**src/rtl/sram_access_ctrl_pkg.sv**
```systemverilog
// rtl/sram_access_ctrl_pkg.sv - shared types and defaults for the SRAM access controller
//   Contents: FSM state enum, SRAM data width, default address width and base
//   address, and the CPU-byte-address to SRAM-word-index helper.
package sram_access_ctrl_pkg;

    typedef enum logic [1:0] {
        S_IDLE = 2'd0,
        S_LOW  = 2'd1,
        S_HIGH = 2'd2,
        S_DONE = 2'd3
    } state_e;

    localparam int SRAM_DW           = 16;
    localparam int DEFAULT_SRAM_AW   = 18;
    localparam int DEFAULT_BASE_ADDR = 1024;

    // Word index relative to the SRAM window; callers truncate to their width.
    function automatic logic [31:0] word_index(input logic [31:0] addr,
                                               input logic [31:0] base);
        return (addr - base) >> 2;
    endfunction

endpackage

```
**src/rtl/sram_access_ctrl_if.sv**
```systemverilog
// rtl/sram_access_ctrl_if.sv - pipeline request and SRAM bus bundle for sram_access_ctrl
//   Pipeline side: MEM_R_EN, MEM_W_EN, address, write_data in; read_data, ready out.
//   SRAM side: sram_addr, sram_dq_out, sram_dq_oe, sram_we_n out; sram_dq_in in.
//   slave modport = the controller, master modport = pipeline plus SRAM device.
interface sram_access_ctrl_if
    import sram_access_ctrl_pkg::*;
#(
    parameter int SRAM_AW = DEFAULT_SRAM_AW
) ();

    logic               MEM_R_EN;
    logic               MEM_W_EN;
    logic [31:0]        address;
    logic [31:0]        write_data;
    logic [31:0]        read_data;
    logic               ready;
    logic [SRAM_AW-1:0] sram_addr;
    logic [SRAM_DW-1:0] sram_dq_out;
    logic               sram_dq_oe;
    logic [SRAM_DW-1:0] sram_dq_in;
    logic               sram_we_n;

    modport slave (
        input  MEM_R_EN, MEM_W_EN, address, write_data, sram_dq_in,
        output read_data, ready, sram_addr, sram_dq_out, sram_dq_oe, sram_we_n
    );

    modport master (
        output MEM_R_EN, MEM_W_EN, address, write_data, sram_dq_in,
        input  read_data, ready, sram_addr, sram_dq_out, sram_dq_oe, sram_we_n
    );

endinterface

```
**src/rtl/sram_access_ctrl.sv**
```systemverilog
// rtl/sram_access_ctrl.sv - 32-bit MEM-stage access sequenced as two 16-bit SRAM phases
//   clk  : system clock, rising edge
//   rst  : asynchronous active-high reset
//   bus  : sram_access_ctrl_if.slave (pipeline request/ready, SRAM bus)
//   WAIT_CYCLES (2..15) cycles per halfword phase; BASE_ADDR maps to SRAM word 0.
module sram_access_ctrl
    import sram_access_ctrl_pkg::*;
#(
    parameter int WAIT_CYCLES = 3,
    parameter int BASE_ADDR   = DEFAULT_BASE_ADDR,
    parameter int SRAM_AW     = DEFAULT_SRAM_AW
) (
    input  logic                  clk,
    input  logic                  rst,
    sram_access_ctrl_if.slave     bus
);

    localparam logic [1:0] IDLE = 2'(S_IDLE);
    localparam logic [1:0] LOW  = 2'(S_LOW);
    localparam logic [1:0] HIGH = 2'(S_HIGH);
    localparam logic [1:0] DONE = 2'(S_DONE);

    localparam int         WORD_W = SRAM_AW - 1;
    localparam logic [3:0] LAST   = 4'(WAIT_CYCLES - 1);

    logic [1:0]         state;
    logic [3:0]         cnt;
    logic               op_write;
    logic [WORD_W-1:0]  word;
    logic [31:0]        wdata;
    logic [SRAM_DW-1:0] lo_half;
    logic [31:0]        read_data_q;
    logic               req;
    logic               last_cycle;

    assign req        = bus.MEM_R_EN | bus.MEM_W_EN;
    assign last_cycle = (cnt == LAST);

    always_ff @(posedge clk or posedge rst) begin
        if (rst) begin
            state       <= IDLE;
            cnt         <= '0;
            op_write    <= 1'b0;
            word        <= '0;
            wdata       <= '0;
            lo_half     <= '0;
            read_data_q <= '0;
        end else begin
            case (state)
                IDLE: begin
                    if (req) begin
                        // Write wins when both enables are high.
                        op_write <= bus.MEM_W_EN;
                        word     <= WORD_W'(word_index(bus.address, 32'(BASE_ADDR)));
                        wdata    <= bus.write_data;
                        cnt      <= '0;
                        state    <= LOW;
                    end
                end
                LOW: begin
                    if (last_cycle) begin
                        if (!op_write) begin
                            lo_half <= bus.sram_dq_in;
                        end
                        cnt   <= '0;
                        state <= HIGH;
                    end else begin
                        cnt <= cnt + 4'd1;
                    end
                end
                HIGH: begin
                    if (last_cycle) begin
                        if (!op_write) begin
                            read_data_q <= {bus.sram_dq_in, lo_half};
                        end
                        cnt   <= '0;
                        state <= DONE;
                    end else begin
                        cnt <= cnt + 4'd1;
                    end
                end
                default: begin
                    // DONE: the pipeline advances on this edge, so never linger.
                    state <= IDLE;
                end
            endcase
        end
    end

    // SRAM strobes are decoded from registered state only; the last cycle of
    // each write phase keeps data driven with we_n high as a hold cycle.
    always_comb begin
        bus.sram_addr   = '0;
        bus.sram_dq_out = '0;
        bus.sram_dq_oe  = 1'b0;
        bus.sram_we_n   = 1'b1;
        case (state)
            LOW: begin
                bus.sram_addr = {word, 1'b0};
                if (op_write) begin
                    bus.sram_dq_out = wdata[15:0];
                    bus.sram_dq_oe  = 1'b1;
                    bus.sram_we_n   = last_cycle;
                end
            end
            HIGH: begin
                bus.sram_addr = {word, 1'b1};
                if (op_write) begin
                    bus.sram_dq_out = wdata[31:16];
                    bus.sram_dq_oe  = 1'b1;
                    bus.sram_we_n   = last_cycle;
                end
            end
            default: begin
            end
        endcase
    end

    // ready drops in the request cycle itself so the pipeline freezes at once;
    // reset forces it high so an aborted access releases the pipeline.
    always_comb begin
        case (state)
            IDLE:    bus.ready = rst | ~req;
            DONE:    bus.ready = 1'b1;
            default: bus.ready = rst;
        endcase
    end

    assign bus.read_data = read_data_q;

endmodule
```
**src/flat_wrapper.sv**
```systemverilog
// flat-port wrapper written by rule: the top's interface ports become plain ports
module sram_access_ctrl_flat import sram_access_ctrl_pkg::*;
#(
    parameter int WAIT_CYCLES = 3,
    parameter int BASE_ADDR   = DEFAULT_BASE_ADDR,
    parameter int SRAM_AW     = DEFAULT_SRAM_AW
)
  (clk, rst, bus_MEM_R_EN, bus_MEM_W_EN, bus_address, bus_write_data, bus_sram_dq_in, bus_read_data, bus_ready, bus_sram_addr, bus_sram_dq_out, bus_sram_dq_oe, bus_sram_we_n);
  sram_access_ctrl_if #(.SRAM_AW(SRAM_AW)) bus_i ();
  input  logic clk;
  input  logic rst;
  input wire logic [$bits(bus_i.MEM_R_EN)-1:0] bus_MEM_R_EN;
  input wire logic [$bits(bus_i.MEM_W_EN)-1:0] bus_MEM_W_EN;
  input wire logic [$bits(bus_i.address)-1:0] bus_address;
  input wire logic [$bits(bus_i.write_data)-1:0] bus_write_data;
  input wire logic [$bits(bus_i.sram_dq_in)-1:0] bus_sram_dq_in;
  output wire logic [$bits(bus_i.read_data)-1:0] bus_read_data;
  output wire logic [$bits(bus_i.ready)-1:0] bus_ready;
  output wire logic [$bits(bus_i.sram_addr)-1:0] bus_sram_addr;
  output wire logic [$bits(bus_i.sram_dq_out)-1:0] bus_sram_dq_out;
  output wire logic [$bits(bus_i.sram_dq_oe)-1:0] bus_sram_dq_oe;
  output wire logic [$bits(bus_i.sram_we_n)-1:0] bus_sram_we_n;
  assign bus_i.MEM_R_EN = bus_MEM_R_EN;
  assign bus_i.MEM_W_EN = bus_MEM_W_EN;
  assign bus_i.address = bus_address;
  assign bus_i.write_data = bus_write_data;
  assign bus_i.sram_dq_in = bus_sram_dq_in;
  assign bus_read_data = bus_i.read_data;
  assign bus_ready = bus_i.ready;
  assign bus_sram_addr = bus_i.sram_addr;
  assign bus_sram_dq_out = bus_i.sram_dq_out;
  assign bus_sram_dq_oe = bus_i.sram_dq_oe;
  assign bus_sram_we_n = bus_i.sram_we_n;
  sram_access_ctrl #(.WAIT_CYCLES(WAIT_CYCLES), .BASE_ADDR(BASE_ADDR), .SRAM_AW(SRAM_AW)) u_core (.clk(clk), .rst(rst), .bus(bus_i));
endmodule
```
**config.mk**
```make
export PLATFORM = sky130hd
export DESIGN_NAME = sram_access_ctrl_flat
export DESIGN_NICKNAME = d
export VERILOG_FILES = /design/src/rtl/sram_access_ctrl_pkg.sv /design/src/rtl/sram_access_ctrl_if.sv /design/src/rtl/sram_access_ctrl.sv /design/src/flat_wrapper.sv
export SDC_FILE = /design/constraint.sdc
export NUM_CORES = 1
export LEC_CHECK = 0
export ABC_AREA = 0
export CAP_MARGIN = 20
export CORE_AREA = 3 3 111 113
export CTS_CLUSTER_SIZE = 30
export DETAILED_ROUTE_END_ITERATION = 6
export DIE_AREA = 0 0 114 116
export DONT_BUFFER_PORTS = 1
export PLACE_DENSITY = 0.63
export SYNTH_ARGS = -nofsm -noshare
export SYNTH_HDL_FRONTEND = slang
export SYNTH_SLANG_ARGS = --single-unit
export TNS_END_PERCENT = 20
```
**constraint.sdc**
```tcl
create_clock -name clk -period 4.4 [get_ports clk]
set_clock_uncertainty 0.1 [all_clocks]
set_input_delay 1.1 -clock clk [delete_from_list [all_inputs] [get_ports clk]]
set_output_delay 1.1 -clock clk [all_outputs]
set_load 0.02 [all_outputs]
```
==> impl_metrics.py <==
metrics = {
    "outcome": {
        "status": "completed",
    },
    "grt": {
        "grt_usage_pct": 15.0,
        "grt_pass1_vias": 3048,
        "grt-ovfl-total": 0,
        "grt.met3_usage_pct": 5.43,
        "grt_max_degree": 59,
        "antenna_found_initial": 0,
        "grt_pass1_wl_um": 15600,
        "top_usage_layer": "met2",
        "grt_use_met2_pct": 24.2,
        "use_met1_pct": 18.5,
    },
    "detailed_routing": {
        "wl_per_cell_um": 17.2,
        "drc": 0,
        "viasPerCell": 5.33,
        "first_iter_violations": 232,
        "ant_nets": 0,
        "postRouteWirelength_um": 9800,
        "num_vias": 3042,
        "first_pass_iters": 4,
    },
    "synthesis": {
        "synth_top_area_cell": "dfrtp_1",
        "syn_nets": 520,
        "synth_area_um2": 4510,
        "yosysSeqAreaShare_pct": 57.7,
        "synth_top_cell_area_share_pct": 57.7,
        "synth_cell_types": 32,
        "yosys_warnings": 0,
        "synth_area_leaders": "dfrtp_1 (58%), mux2_2 (12%), nand2_1 (11%)",
        "syn_avg_cell_area_um2": 10.5,
        "synth-seq-cells": 104,
        "syn_inst": 429,
    },
    "clock_tree": {
        "cts.sinks": 104,
        "cts_root_buffer": "clkbuf_16",
        "cts_hold_buf": 0,
        "post_cts_resized": 0,
        "insertion_delay_ns": 0.33,
        "post-cts-setup-buffer-count": 0,
        "cts_max_level": 3,
        "clk_path_buf_depth": 2,
        "cts_made_buffers": 9,
        "cts.reportedPaths.clkPinSlew_ns": 0.06,
        "cts_tree": "built",
    },
    "finish": {
        "postLayoutCoreUtil_pct": 43.3,
        "layout_commonest_cell": "nand2_1",
        "drive_above_1_share_pct": 19.2,
        "nets": 514,
        "num-fill-cells": 1104,
        "diodes": 0,
        "areaGrowthSynthToFinish_pct": 9.74,
        "most-common-layout-cells": "nand2_1 (131), dfrtp_1 (104), mux2_2 (49), nor2_1 (22), and3_1 (17)",
    },
    "sta": {
        "post-route-period-util_pct": 82.0,
        "tns_ns": 0,
        "setup_viol": 0,
        "maxSlewViolCount": 0,
        "clock.fmax_mhz": 277,
        "period_needed_ns": 3.61,
        "rsz0062_at_grt": "false",
        "tightest_slew_ns": 0.952,
        "hold_viol": 0,
        "maxSlewHeadroom_pct": 36.5,
    },
    "hold_path": {
        "hp-class": "flop to flop",
    },
    "die": {
        "rows": 39,
        "die-area_um2": 13200,
        "core_area_um2": 11400,
        "fp.dieH_um": 116,
        "floorplan.initialDensity_pct": 39.5,
        "die_width_um": 114,
        "io_pins": 153,
    },
    "power": {
        "p_per_area_nw_per_um2": 811,
        "p_int_w": 0.00234,
        "pwr-share-seq_pct": 47.1,
        "irDropWorstVdd_mv": 0.414,
        "p_comb_share_pct": 33.9,
        "p_leak_nw": 2.33,
        "netSwitchingFraction_pct": 41.7,
        "switchingPower_w": 0.00167,
        "clkPwrFrac_pct": 19.0,
    },
    "placed_design": {
        "hpwl_um": 6820,
        "gp_congestion": 0.756,
        "portBuffers": 0,
    },
    "worst_setup_path": {
        "r2r_start": "u_core.state[0]",
        "endpoint": "bus_ready",
        "arrival_ns": 2.41,
        "rrSetupSlack_ns": 2.12,
        "path_class": "flop to output pin",
        "cp_data_required_time_ns": 3.20,
        "r2r-end": "u_core.state[1]",
        "worstSetupStartpoint": "u_core.state[0]",
        "reg2reg_depth": 5,
        "end_kind": "output pin",
        "start_kind": "flop",
        "cp_max_fo": 7,
    },
    "job": {
        "cap_viol_max_count": 0,
    },
}
==> power groups by stage <==
stage / Sequential (W) / Clock, W / Combinational [W]
2_1_floorplan: 0.00183 / 0 / 0.00113
3_3_place_gp: 0.00189 / 0 / 0.00134
3_5_place_dp: 0.00191 / 0 / 0.00139
4_1_cts: 0.00190 / 0.000789 / 0.00139
5_1_grt: 0.00196 / 0.000833 / 0.00155
6_report: 0.00189 / 0.000762 / 0.00136
==> synth_stat cells, drive strengths merged <==
cell,number
a21o,2
a221oi,1
a22oi,16
a31oi,5
and3,17
buf,6
clkbuf,18
dfrtp,104
ha,7
inv,8
mux2,49
nand2,131
nand2b,3
nand3,5
nand4bb,1
nor2,22
nor3b,2
nor4b,1
o211ai,2
o21a,1
o21ai,13
o311ai,1
o31ai,2
or2,3
or3,3
or3b,1
or4,4
xnor2,1
==> critical path, stage by stage, from the launching register on <==
cell and delay [ns]:
dfrtp_1 0.41, inv_1 0.09, ha_1 0.30, nor3b_1 0.63, nor2_1 0.08, o21ai_0 0.57
==> per-stage QoR <==
stage	hold WS, ns	power [W]	setup WS [ns]	std cells	area [um^2]
2_1_floorplan	0.337	0.00296	0.468	429	4510
3_3_place_gp	0.351	0.00322	0.871	555	4660
3_5_place_dp	0.362	0.00330	0.859	555	4660
4_1_cts	0.380	0.00408	0.762	571	4950
5_1_grt	0.400	0.00434	0.607	571	4950
6_report	0.372	0.00402	0.790	571	4950
==> sequential cells by signal, summed over array words and instances (netlist names) <==
name / cells
u_core.op_write: 1
u_core.lo_half: 16
u_core.word: 17
u_core.bus.read_data: 32
u_core.cnt: 4
u_core.state: 2
u_core.wdata: 32
==> how the worst min path moves through the flow <==
stage                     startpoint                to  slack (ns)  cells after the start
floorplan             u_core.word[0]    u_core.word[0]        0.34                      2
global placement      u_core.word[1]    u_core.word[1]        0.35                      2
detailed placement    u_core.word[2]    u_core.word[2]        0.36                      2
CTS                 u_core.wdata[11]  u_core.wdata[11]        0.38                      2
global route        u_core.wdata[31]  u_core.wdata[31]        0.40                      2
finish               u_core.word[15]   u_core.word[15]        0.37                      2
==> layer usage <==
layer | up-vias | wire length (um)
met5 | - | 0
met4 | 0 | 199
met3 | 11 | 804
met2 | 109 | 4710
met1 | 1492 | 4090
li1 | 1430 | -
==> logic make-up (layout without fill, tap and decap cells) <==
family	after synthesis	after routing	share of synthesized area, %
flip-flops	104	104	57.7
buffers and inverters	32	31	2.80
AND/OR/NAND/NOR	193	193	18.8
AO/OA/AOI/OAI	43	43	6.35
adder cells (fa/ha/maj)	7	7	1.94
multiplexers	49	49	12.2
XOR/XNOR	1	1	0.194
==> layout make-up <==
class | instances | area [um^2] | area share (%)
clock buffers | 10 | 239 | 4.83
clock inverters | 6 | 50.0 | 1.01
inverters | 8 | 32.5 | 0.657
multi-input cells | 293 | 1790 | 36.2
flip-flops and latches | 104 | 2600 | 52.6
well taps | 143 | 179 | 3.61
repair buffers | 7 | 52.6 | 1.06
Note: power is estimated with default switching activity, not from simulation.
